--- config.mk ---
export PLATFORM = sky130hd
export DESIGN_NAME = pwm_demod
export DESIGN_NICKNAME = d
export VERILOG_FILES = /design/src/rtl/pwm_demod_pkg.sv /design/src/rtl/pwm_demod_ch.sv /design/src/rtl/pwm_demod.sv
export SDC_FILE = /design/constraint.sdc
export NUM_CORES = 1
export LEC_CHECK = 0
export CORE_MARGIN = 3
export CORE_UTILIZATION = 50
export DETAILED_ROUTE_END_ITERATION = 10
export HOLD_SLACK_MARGIN = 0.12
export PLACE_DENSITY = 0.78
export REMOVE_ABC_BUFFERS = 1
export SETUP_SLACK_MARGIN = 0.3
export SYNTH_ARGS = -nofsm -noshare
export SYNTH_HDL_FRONTEND = slang
export SYNTH_SLANG_ARGS = --single-unit
--- constraint.sdc ---
create_clock -name clk -period 2.1 [get_ports clk]
set_clock_uncertainty 0.15 [all_clocks]
set_input_delay 0.21 -clock clk [delete_from_list [all_inputs] [get_ports clk]]
set_output_delay 0.21 -clock clk [all_outputs]
set_load 0.02 [all_outputs]
--- src/rtl/pwm_demod_pkg.sv ---
// Shared constants, FSM encoding and sign-magnitude packing for the PWM
// demodulator.
package pwm_demod_pkg;

  localparam int CNT_W_DEFAULT = 12;
  localparam int SM_W          = 24;
  localparam int SM_SIGN       = 23;
  localparam int MAG_W         = SM_SIGN;

  typedef enum logic {
    WAIT_SYNC = 1'b0,
    MEASURE   = 1'b1
  } state_e;

  // A zero magnitude is always reported as positive zero.
  function automatic logic [SM_W-1:0] sm_pack(input logic neg, input logic [MAG_W-1:0] mag);
    logic sign;
    sign = neg & (mag != {MAG_W{1'b0}});
    return {sign, mag};
  endfunction

endpackage

--- src/rtl/pwm_demod_ch.sv ---
// One phase of the demodulator: gate synchronizer, high-time counter,
// rising-edge counter and duty-to-voltage conversion register.
module pwm_demod_ch
  import pwm_demod_pkg::*;
#(
  parameter int CNT_W = CNT_W_DEFAULT
) (
  input  logic            clk,
  input  logic            rst,
  input  logic            pwm_i,
  input  logic            restart_i,
  input  logic            run_i,
  input  logic            latch_i,
  output logic [SM_W-1:0] u_o,
  output logic            perr_o
);

  localparam int SHIFT = MAG_W - 1 - CNT_W;
  localparam logic [CNT_W+1:0] P_EXT   = {2'b01, {CNT_W{1'b0}}};
  localparam logic [CNT_W:0]   HIGH_ONE = {{CNT_W{1'b0}}, 1'b1};

  logic            meta_q, meta_d;
  logic            pwm_s_q, pwm_s_d;
  logic            pwm_prev_q, pwm_prev_d;
  logic [CNT_W:0]  high_q, high_d;
  logic [1:0]      edge_q, edge_d;
  logic [SM_W-1:0] u_q, u_d;
  logic            perr_q, perr_d;

  logic             rise;
  logic [CNT_W+1:0] h_x2;
  logic [CNT_W+1:0] diff;
  logic             neg;
  logic [MAG_W-1:0] mag;

  always_comb begin
    meta_d     = pwm_i;
    pwm_s_d    = meta_q;
    pwm_prev_d = pwm_s_q;
  end

  // The sample taken on the restart cycle is the first sample of the new window.
  always_comb begin
    rise   = pwm_s_q & ~pwm_prev_q;
    high_d = high_q;
    edge_d = edge_q;
    if (restart_i) begin
      high_d = {{CNT_W{1'b0}}, pwm_s_q};
      edge_d = {1'b0, rise};
    end else if (run_i) begin
      if (pwm_s_q) begin
        high_d = high_q + HIGH_ONE;
      end else begin
        high_d = high_q;
      end
      if (rise && !edge_q[1]) begin
        edge_d = edge_q + 2'd1;
      end else begin
        edge_d = edge_q;
      end
    end else begin
      high_d = high_q;
      edge_d = edge_q;
    end
  end

  // d = 2h - P, evaluated as an unsigned difference plus a sign flag.
  always_comb begin
    h_x2 = {high_q, 1'b0};
    neg  = (h_x2 < P_EXT);
    if (neg) begin
      diff = P_EXT - h_x2;
    end else begin
      diff = h_x2 - P_EXT;
    end
    mag = MAG_W'(diff) << SHIFT;
    if (latch_i) begin
      u_d    = sm_pack(neg, mag);
      perr_d = edge_q[1];
    end else begin
      u_d    = u_q;
      perr_d = perr_q;
    end
  end

  always_ff @(posedge clk) begin
    if (rst) begin
      meta_q     <= 1'b0;
      pwm_s_q    <= 1'b0;
      pwm_prev_q <= 1'b0;
      high_q     <= {(CNT_W+1){1'b0}};
      edge_q     <= 2'd0;
      u_q        <= {SM_W{1'b0}};
      perr_q     <= 1'b0;
    end else begin
      meta_q     <= meta_d;
      pwm_s_q    <= pwm_s_d;
      pwm_prev_q <= pwm_prev_d;
      high_q     <= high_d;
      edge_q     <= edge_d;
      u_q        <= u_d;
      perr_q     <= perr_d;
    end
  end

  assign u_o    = u_q;
  assign perr_o = perr_q;

endmodule

--- src/rtl/pwm_demod.sv ---
// Three-phase PWM demodulator: measures gate high time over each carrier
// period and reports it as a signed phase voltage.
module pwm_demod
  import pwm_demod_pkg::*;
#(
  parameter int CNT_W = CNT_W_DEFAULT
) (
  input  logic        clk,
  input  logic        rst,
  input  logic        sync_in,
  input  logic        pwm_a,
  input  logic        pwm_b,
  input  logic        pwm_c,
  output logic [23:0] Ua,
  output logic [23:0] Ub,
  output logic [23:0] Uc,
  output logic        valid,
  output logic        period_err,
  output logic [2:0]  pulse_err
);

  localparam logic [CNT_W:0] WIN_ONE = {{CNT_W{1'b0}}, 1'b1};
  localparam logic [CNT_W:0] WIN_P   = {1'b1, {CNT_W{1'b0}}};
  localparam logic [CNT_W:0] WIN_OVF = {1'b1, {(CNT_W-1){1'b0}}, 1'b1};

  state_e         state_q, state_d;
  logic [CNT_W:0] win_q, win_d;
  logic           sync_meta_q, sync_meta_d;
  logic           sync_d_q, sync_d_d;
  logic           valid_q, valid_d;
  logic           period_err_q, period_err_d;

  logic           restart;
  logic           latch;
  logic           run;
  logic           perr_a, perr_b, perr_c;

  // sync_in gets the same two-flop delay as the gate synchronizers.
  always_comb begin
    sync_meta_d = sync_in;
    sync_d_d    = sync_meta_q;
  end

  // A sync arriving on the overflow cycle is handled as a window close.
  always_comb begin
    state_d      = state_q;
    win_d        = win_q;
    restart      = 1'b0;
    latch        = 1'b0;
    period_err_d = 1'b0;
    case (state_q)
      WAIT_SYNC: begin
        if (sync_d_q) begin
          state_d = MEASURE;
          win_d   = WIN_ONE;
          restart = 1'b1;
        end else begin
          state_d = WAIT_SYNC;
        end
      end
      MEASURE: begin
        if (sync_d_q) begin
          restart = 1'b1;
          win_d   = WIN_ONE;
          if (win_q == WIN_P) begin
            latch = 1'b1;
          end else begin
            period_err_d = 1'b1;
          end
        end else if (win_q == WIN_OVF) begin
          period_err_d = 1'b1;
          state_d      = WAIT_SYNC;
          win_d        = {(CNT_W+1){1'b0}};
        end else begin
          win_d = win_q + WIN_ONE;
        end
      end
      default: begin
        state_d = WAIT_SYNC;
      end
    endcase
    run     = (state_q == MEASURE);
    valid_d = latch;
  end

  always_ff @(posedge clk) begin
    if (rst) begin
      state_q      <= WAIT_SYNC;
      win_q        <= {(CNT_W+1){1'b0}};
      sync_meta_q  <= 1'b0;
      sync_d_q     <= 1'b0;
      valid_q      <= 1'b0;
      period_err_q <= 1'b0;
    end else begin
      state_q      <= state_d;
      win_q        <= win_d;
      sync_meta_q  <= sync_meta_d;
      sync_d_q     <= sync_d_d;
      valid_q      <= valid_d;
      period_err_q <= period_err_d;
    end
  end

  pwm_demod_ch #(.CNT_W(CNT_W)) u_ch_a (
    .clk       (clk),
    .rst       (rst),
    .pwm_i     (pwm_a),
    .restart_i (restart),
    .run_i     (run),
    .latch_i   (latch),
    .u_o       (Ua),
    .perr_o    (perr_a)
  );

  pwm_demod_ch #(.CNT_W(CNT_W)) u_ch_b (
    .clk       (clk),
    .rst       (rst),
    .pwm_i     (pwm_b),
    .restart_i (restart),
    .run_i     (run),
    .latch_i   (latch),
    .u_o       (Ub),
    .perr_o    (perr_b)
  );

  pwm_demod_ch #(.CNT_W(CNT_W)) u_ch_c (
    .clk       (clk),
    .rst       (rst),
    .pwm_i     (pwm_c),
    .restart_i (restart),
    .run_i     (run),
    .latch_i   (latch),
    .u_o       (Uc),
    .perr_o    (perr_c)
  );

  assign valid      = valid_q;
  assign period_err = period_err_q;
  assign pulse_err  = {perr_c, perr_b, perr_a};

endmodule

==> results of run 1 <==
==> critical path: stages (launching register included) <==
cell and delay, ns:
dfxtp_2 0.33, inv_2 0.07, ha_4 0.15, buf_4 0.13
a21oi_1 0.06, nor4_1 0.27, o21ai_1 0.13, or4_1 0.52
o31a_1 0.26
==> worst max path at each step <==
stage                          start             end  depth (start not counted)
detailed placement          win_q[7]  u_ch_c.u_o[23]                          6
CTS                 u_ch_b.high_q[6]  u_ch_b.u_o[23]                          5
global route        u_ch_b.high_q[1]  u_ch_b.u_o[23]                          8
global placement            win_q[7]  u_ch_c.u_o[23]                          6
floorplan                   win_q[7]  u_ch_b.u_o[23]                          5
finish              u_ch_b.high_q[1]  u_ch_b.u_o[23]                          8
==> power by group <==
part           switching, µW  total [µW]  internal (µW)
Combinational            184         269           85.9
Clock                    964        2660           1700
Sequential              17.3        2200           2180
Total                   1170        5130           3960
==> layout by cell type, fill, tap and decap left out, types with 10 or more instances in the layout <==
cell             instances
dfxtp_1                 95
nor2_1                  84
buf_4                   78
nand2_1                 57
xor2_1                  38
clkdlybuf4s50_1         36
conb_1                  33
xnor2_1                 27
a211oi_2                25
nand3_1                 24
buf_6                   22
nor2_4                  20
a21oi_1                 20
o21ai_0                 17
nor2b_1                 17
clkbuf_16               17
dfxtp_2                 17
nor2_2                  13
inv_1                   12
and3_1                  12
dlymetal6s2s_1          12
a21oi_2                 11
a31oi_1                 10
nand4_1                 10
==> layout make-up <==
| cell class | instances | area [µm²] | area share, % |
|---|---|---|---|
| multi-input combinational | 542 | 3830 | 44.7 |
| clock inverter | 6 | 55.1 | 0.643 |
| clock buffer | 25 | 485 | 5.67 |
| tap | 143 | 179 | 2.09 |
| inverter | 15 | 56.3 | 0.657 |
| sequential | 114 | 2310 | 27.0 |
| timing repair buffer | 164 | 1650 | 19.3 |
==> stage by stage <==
stage / setup TNS, ns / power, µW / instances
finish: -0.0831 / 5130 / 1009
global placement: -0.0318 / 2460 / 941
floorplan: -52.67 / 2380 / 671
CTS: 0 / 5100 / 1001
detailed placement: -0.230 / 2460 / 941
global route: -0.292 / 5270 / 1009
==> layer usage <==
metal / vias up / share of wire [%] / GRT usage, % / wire [µm]
met5: - / 0 / 0 / 0
li1: 2662 / - / - / -
met1: 2844 / 39 / 30.4 / 7360
met4: 0 / 5.7 / 12.1 / 1070
met3: 104 / 6.5 / 6.45 / 1220
met2: 306 / 48 / 43.7 / 9080
==> cell families (layout without fill, tap and decap cells) <==
family | count (synthesis) | after routing | synth area share, %
buffers and inverters | 103 | 210 | 9.85
muxes | 7 | 7 | 1.27
DFF | 114 | 114 | 38.6
other | 1 | 33 | 0.0635
AOI/OAI and AO/OA | 118 | 118 | 13.2
xor gates and xnor gates | 67 | 67 | 9.93
and+or+nand+nor | 305 | 305 | 24.5
adders and majority gates | 12 | 12 | 2.54
==> sequential cells by signal (all words and copies together) (netlist names), 2 cells and up <==
name / cells
u_ch_a.high_q: 13
u_ch_b.high_q: 13
win_q: 13
u_ch_c.u_o: 13
u_ch_a.u_o: 13
u_ch_a.edge_q: 2
u_ch_c.high_q: 13
u_ch_b.edge_q: 2
u_ch_c.edge_q: 2
u_ch_b.u_o: 13
==> repair_timing <==
item                                    CTS  global route
hold buffers                              1             0
endpoints found under the setup margin   64            76
pin swaps                                53            33
endpoints found under the hold margin    10             0
setup buffers                            23             7
resized for setup                       125           101
gates cloned                              5             1
==> impl_metrics.yaml, run 1 <==
critical_path:
  timing.rr.start: "u_ch_b.high_q[1]"
  worstSetupStartpointType: "flip-flop"
  endpoint_kind: "flip-flop"
  rrSetupSlack_ns: -0.08
  r2r-end: "u_ch_b.u_o[23]"
  critPathRequiredTime_ns: 2.25
  worst-path-max-fanout: 4
  r2r_cells: 8
  cp.arrival_ns: 2.34
  path_class: "flip-flop to flip-flop"
placement:
  dp_slack_ns: -0.0807
  hpwlAfterDp_um: 9800
  portBuffers: 49
  postPlaceCellArea_um2: 6800
  place_congestion: 0.914
timing:
  slew_violations: 0
  min_period_ns: 2.18
  timing.fmax_ghz: 0.458
  fin_crit_sh_pct: 104
  hold_viol: 0
  tightestPinTransition_ns: 0.607
  setup_viol: 1
  holdWs_ns: 0.202
  layout_setup_ws_ns: -0.0831
  rsz0062_at_grt: "yes"
  relSlewSlack_pct: 59.3
synth:
  syn_avg_cell_area_um2: 8.13
  synth_commonest_cells: "nor2_1 (117), dfxtp_1 (114), nand2_1 (66), xor2_1 (39), clkbuf_1 (38)"
  netlist_top_cells_area: "dfxtp_1 (39%), nor2_1 (7.4%), xor2_1 (5.8%)"
  yosys.area.top_type: "dfxtp_1"
  synthDistinctLibCells: 58
  ys_seq_area_share_pct: 38.6
  synth.ff_latch_count: 114
  syn_area_um2: 5910
  yosysMostFrequentCell: "nor2_1"
  synth_top_area_share_pct: 38.6
  synth_warnings: 0
  yosys_most_used_dff: "dfxtp_1"
  synth-edff-count: 0
  synthArstFlopShare_pct: 0
  synth_cells: 727
routing:
  drt_pre_antenna_iters: 5
  viasPerCell: 5.86
  ant_nets: 0
  wl_per_cell_um: 18.6
  wirelength_um: 18700
  drc_errors: 0
  drt_iter0_markers: 425
  vias: 5916
clocking:
  clk_pin_slew_worst_paths_ns: 0.05
  cts_sinks: 114
  cts_buffer_depth: 2
  cts_tree: "built"
  worst_skew_pair.late_latency_ns: 0.42
  root_buffer: "clkbuf_16"
  htreeDepth: 4
  cts_buffers: 17
outcome:
  outcome: "complete, but fails checks"
  violations: "setup timing"
die:
  fp.dieArea_um2: 13200
  core_area_um2: 11500
  initial_core_util_pct: 51.5
  die_w_um: 115
  rows: 39
  io_pins: 83
  die_y_um: 115
worst_hold_path:
  hold_path_end: "sync_d_d"
  hold_depth: 2
  worstHoldStart: "sync_in"
  hold_path.class: "input port to flip-flop"
finish:
  fin_util_pct: 74.7
  drive_gt1_share_pct: 33.6
  num-fill-cells: 691
  fin_area_um2: 8570
  syn_to_final_growth_pct: 45.0
  diodes: 0
  fin_nets: 872
global_route:
  antenna_found_initial: 0
  grt_max_degree: 49
  grt_pass1_vias: 5587
  grt_usage_pct: 25.7
  grt-ovfl-total: 0
  grt_pass1_wl_um: 27000
job:
  maxCapViolCount: 0
power:
  ir_worst_vdd_mv: 0.813
  power_density_nw_per_um2: 599
  cellLeakagePower_uw: 0.00352
No activity file was read; power rests on OpenSTA's default activity.
==> run 2, diff against run 1 <==
Settings changed: CORE_MARGIN 3 to default.
==> impl_metrics.yaml, run 2 (synthesis results as in run 1) <==
timing:
  fin_crit_sh_pct: 104
  slew_violations: 0
  hold_viol: 0
  timing.fmax_ghz: 0.459
  tightestPinTransition_ns: 0.906
  relSlewSlack_pct: 39.6
  setup_viol: 2
  layout_setup_ws_ns: -0.0779
  timing.setup.tns_ns: -0.119
  min_period_ns: 2.18
  rsz0062_at_grt: "yes"
placement:
  portBuffers: 49
  postPlaceCellArea_um2: 6730
  hpwlAfterDp_um: 9540
  place_congestion: 0.885
  dp.cells: 936
  dp_slack_ns: -0.0690
job:
  maxCapViolCount: 0
routing:
  wl_per_cell_um: 19.2
  ant_nets: 0
  drt_pre_antenna_iters: 6
  drt_iter0_markers: 614
  wirelength_um: 19500
  viasPerCell: 5.93
  drc_errors: 0
  vias: 6013
worst_hold_path:
  hold_path.class: "input port to flip-flop"
  worstHoldStart: "pwm_b"
  hold_path_end: "u_ch_b.meta_q"
  hold_depth: 2
critical_path:
  cp.arrival_ns: 2.34
  worstSetupStartpointType: "flip-flop"
  setup.worst_path.start: "u_ch_b.high_q[0]"
  r2r-end: "u_ch_b.u_o[23]"
  endpoint_kind: "flip-flop"
  rrSetupSlack_ns: -0.08
  worst-path-max-fanout: 7
  path_class: "flip-flop to flip-flop"
  r2r_cells: 7
  timing.rr.start: "u_ch_b.high_q[0]"
  critPathRequiredTime_ns: 2.26
die:
  rows: 39
  io_pins: 83
  fp.dieArea_um2: 12300
  core_area_um2: 11500
  initial_core_util_pct: 51.5
  die_w_um: 111
  die_y_um: 111
finish:
  fin_nets: 876
  stdcell_count: 1014
  final_cell_mix: "nor2_1 (93), dfxtp_1 (93), buf_4 (80)"
  diodes: 0
  fin_area_um2: 8630
  syn_to_final_growth_pct: 46.2
  drive_gt1_share_pct: 36.1
clocking:
  htreeDepth: 4
  root_buffer: "clkbuf_16"
  cts_buffer_depth: 2
  cts_tree: "built"
  cts_buffers: 17
  clk_pin_slew_worst_paths_ns: 0.05
  cts_sinks: 114
  worst_skew_pair.late_latency_ns: 0.44
outcome:
  outcome: "complete, but fails checks"
  violations: "setup timing"
power:
  ir_worst_vdd_mv: 0.754
  power_density_nw_per_um2: 596
  cellLeakagePower_uw: 0.00336
global_route:
  antenna_found_initial: 0
  grt-ovfl-total: 0
  grt_pass1_wl_um: 25400
  grt_usage_pct: 25.6
  grt_pass1_vias: 5371
  grt_max_degree: 63
run 2: changes by cell type in the layout (fill, tap and decap cells not counted), moves of 4 or more:
| cell | delta |
|---|---|
| inv_2 | +4 |
| clkdlybuf4s50_1 | +9 |
| clkbuf_16 | +5 |
| nor2_1 | +9 |
| nor2_4 | -8 |
| dlymetal6s2s_1 | -10 |
| o21ai_0 | -4 |
| nor3_1 | -5 |
| inv_1 | -4 |
| buf_16 | -4 |
run 2: where the power goes:
part,leakage (µW),switching (µW),internal [µW],total [µW]
clock,0.000271,1020,1650,2670
combinational,0.00216,189,89.0,278
sequential,0.000932,19.0,2180,2200
run 2: through the flow:
stage                     util, %  hold slack, ns  total power, µW
after floorplan                 -           0.129             2380
after global placement       58.7           0.282             2450
after detailed placement     58.7           0.274             2460
after CTS                    67.6           0.179             5070
after global routing         75.3           0.209             5270
final                        75.3           0.178             5140
run 2: routing by layer:
metal  vias up  track usage [%]  share of wire (%)  routed length, µm
li1       2676                -                  -                  -
met5         -                0                  0                  0
met2       328             43.2                 50               9800
met3       101             6.40                6.6               1290
met1      2908             30.3                 38               7430
met4         0             12.2                4.9                957
run 2: final cells by class:
class | instances | area (µm²)
Clock buffer | 27 | 513
Clock inverter | 5 | 25.0
Fill cell | 654 | 2830
Inverter | 15 | 60.1
Multi-Input combinational cell | 542 | 3860
Sequential cell | 114 | 2320
Tap cell | 143 | 179
Timing Repair Buffer | 168 | 1680
run 2: what timing repair did:
| action | in CTS | in global routing |
|---|---|---|
| gates cloned | 1 | 7 |
| gates resized for setup | 83 | 147 |
| setup endpoints to repair | 67 | 65 |
| hold endpoints to repair | 7 | 0 |
| setup buffers | 20 | 17 |
| pin swaps | 31 | 41 |
| hold buffers | 1 | 0 |
run 2: worst max-delay path: stages (launching register included):
cell and delay (ns):
dfxtp_2 0.35, buf_6 0.15, nor2_4 0.05, and3b_1 0.18, mux2_2 0.22, a31oi_1 0.10, or4_1 0.56, o31a_1 0.31
run 2: worst max path at each step:
stage / to / cells after the start / slack [ns]
floorplan: u_ch_b.u_o[23] / 5 / -1.54
global placement: u_ch_b.u_o[23] / 8 / -0.006
detailed placement: u_ch_c.u_o[23] / 6 / -0.07
CTS: u_ch_b.u_o[23] / 6 / -0.0008
global route: u_ch_b.u_o[23] / 8 / -0.19
finish: u_ch_b.u_o[23] / 7 / -0.08
==> run 3, diff against run 2 <==
Settings changed: CTS_CLUSTER_SIZE from default to 8.
Clock period 2.1 ns to 1.85 ns, I/O delays scaled along.
==> impl_metrics.yaml, run 3 (synthesis results as in run 1) <==
power:
  finalPower_uw: 6450
  p_switching_uw: 1470
  power.internal_uw: 4970
  p_seq_share_pct: 38.7
  power_density_nw_per_um2: 664
  combinationalPowerShare_pct: 5.9
  ir_worst_vdd_mv: 0.890
  switching_share_pct: 22.9
  cellLeakagePower_uw: 0.00409
  clockPowerShare_pct: 55.5
placement:
  portBuffers: 49
  place_congestion: 0.886
  hpwlAfterDp_um: 10600
finish:
  diodes: 0
  syn_to_final_growth_pct: 64.4
  layout_commonest_cell: "buf_4"
  drive_gt1_share_pct: 46.0
  fin_nets: 940
  final_cell_mix: "buf_4 (116), dfxtp_1 (90), nor2_1 (67)"
  fin_util_pct: 84.7
timing:
  min_period_ns: 2.44
  layout_setup_ws_ns: -0.588
  timing.fmax_ghz: 0.410
  relSlewSlack_pct: 60.8
  rsz0062_at_grt: "yes"
  hold_viol: 0
  tightestPinTransition_ns: 0.586
  slew_violations: 0
  fin_crit_sh_pct: 132
  setup_viol: 47
die:
  die_w_um: 111
  fp.dieArea_um2: 12300
  initial_core_util_pct: 51.5
  io_pins: 83
  core_area_um2: 11500
  rows: 39
  die_y_um: 111
clocking:
  htreeDepth: 4
  cts_sinks: 114
  cts_tree: "built"
  cts_buffers: 17
  root_buffer: "clkbuf_16"
  worst_skew_pair.late_latency_ns: 0.44
  cts_buffer_depth: 2
  clk_pin_slew_worst_paths_ns: 0.06
global_route:
  grt_max_degree: 36
  grt-ovfl-total: 0
  antenna_found_initial: 0
  grt_pass1_vias: 6656
  grt_pass1_wl_um: 35100
  grt_usage_pct: 36.5
critical_path:
  critPathSlowestCell: "o21ai_0"
  worst-path-max-fanout: 7
  crit_chain: "buf_4 -> nor2_1 -> nand3_1 -> o21ai_0 -> xor2_1 -> buf_4 -> a211oi_2"
  worstSetupStartpointType: "flip-flop"
  cp.arrival_ns: 2.63
  slowest_delay_ns: 0.48
  r2r_cells: 7
  critPathRequiredTime_ns: 2.04
  path_buf_inv: 2
  path_common_cell: "buf_4"
  cp.depth: 7
  path_class: "flip-flop to flip-flop"
  endpoint_kind: "flip-flop"
  path_delay_family: "compound AO/OA/AOI/OAI gates"
outcome:
  outcome: "complete, but fails checks"
  violations: "setup timing"
routing:
  vias: 6863
  viasPerCell: 6.37
  wl_met1_um: 8770
  wirelength_um: 25800
  dr_wl_met2_um: 12300
  ant_nets: 0
  drc_errors: 0
  drt_pre_antenna_iters: 6
  drt_iter0_markers: 801
  routed.top_layer: "met4"
  wl_per_cell_um: 23.9
  dr_wl_met3_um: 2560
worst_hold_path:
  hold_path.class: "input port to flip-flop"
  hold_depth: 2
job:
  maxCapViolCount: 0
run 3: stage by stage:
stage	hold WS [ns]	TNS (ns)	std cells	area [µm²]	setup slack [ns]
2_1_floorplan	0.104	-62.63	671	5500	-1.79
3_3_place_gp	0.287	-3.85	1003	7290	-0.301
3_5_place_dp	0.281	-6.40	1003	7290	-0.412
4_1_cts	0.146	-3.43	1071	9260	-0.274
5_1_grt	0.161	-12.57	1078	9710	-0.666
6_report	0.153	-11.14	1078	9710	-0.588
run 3: worst register-to-register path, delay by kind of cell, from the launching register on:
kind            cells  cell delay [ns]
simple gates        2             0.51
flops               1             0.34
compound gates      2             0.77
buf+inv             2             0.38
xor+xnor            1             0.19
run 3: final timing paths:
check	start	to	slack [ns]
max	u_ch_b.high_q[4]	u_ch_b.u_o[21]	-0.59
min	pwm_b	u_ch_b.meta_q	0.15
max reg2reg	u_ch_b.high_q[4]	u_ch_b.u_o[21]	-0.59
min reg2reg	u_ch_c.meta_q	u_ch_c.pwm_prev_d	0.30
run 3: repair_timing:
item | 4_1_cts | 5_1_grt
resized for setup | 302 | 95
gates cloned | 8 | 0
hold buffers | 2 | 0
setup buffers | 26 | 7
pin swaps | 90 | 55
endpoints found under the hold margin | 8 | 0
endpoints found under the setup margin | 135 | 96
run 3: final cells by class:
class                           instances  area, µm²
Clock buffer                           22        444
Clock inverter                         10        183
Fill cell                             478       1760
Inverter                               15       58.8
Multi-Input combinational cell        542       4240
Sequential cell                       114       2330
Tap cell                              143        179
Timing Repair Buffer                  232       2280
run 3: routing by layer:
layer	vias to the layer above	global-route usage [%]
li1	2810	-
met1	3224	40.1
met2	602	62.2
met3	227	9.51
met4	0	23.7
met5	-	0
run 3: power by group through the flow:
| stage | clock (µW) | sequential (µW) | combinational [µW] |
|---|---|---|---|
| final | 3570 | 2490 | 379 |
| after global routing | 3700 | 2490 | 391 |
| after CTS | 3550 | 2490 | 322 |
| after detailed placement | 0 | 2540 | 269 |
| after global placement | 0 | 2540 | 261 |
| after floorplan | 0 | 2540 | 159 |
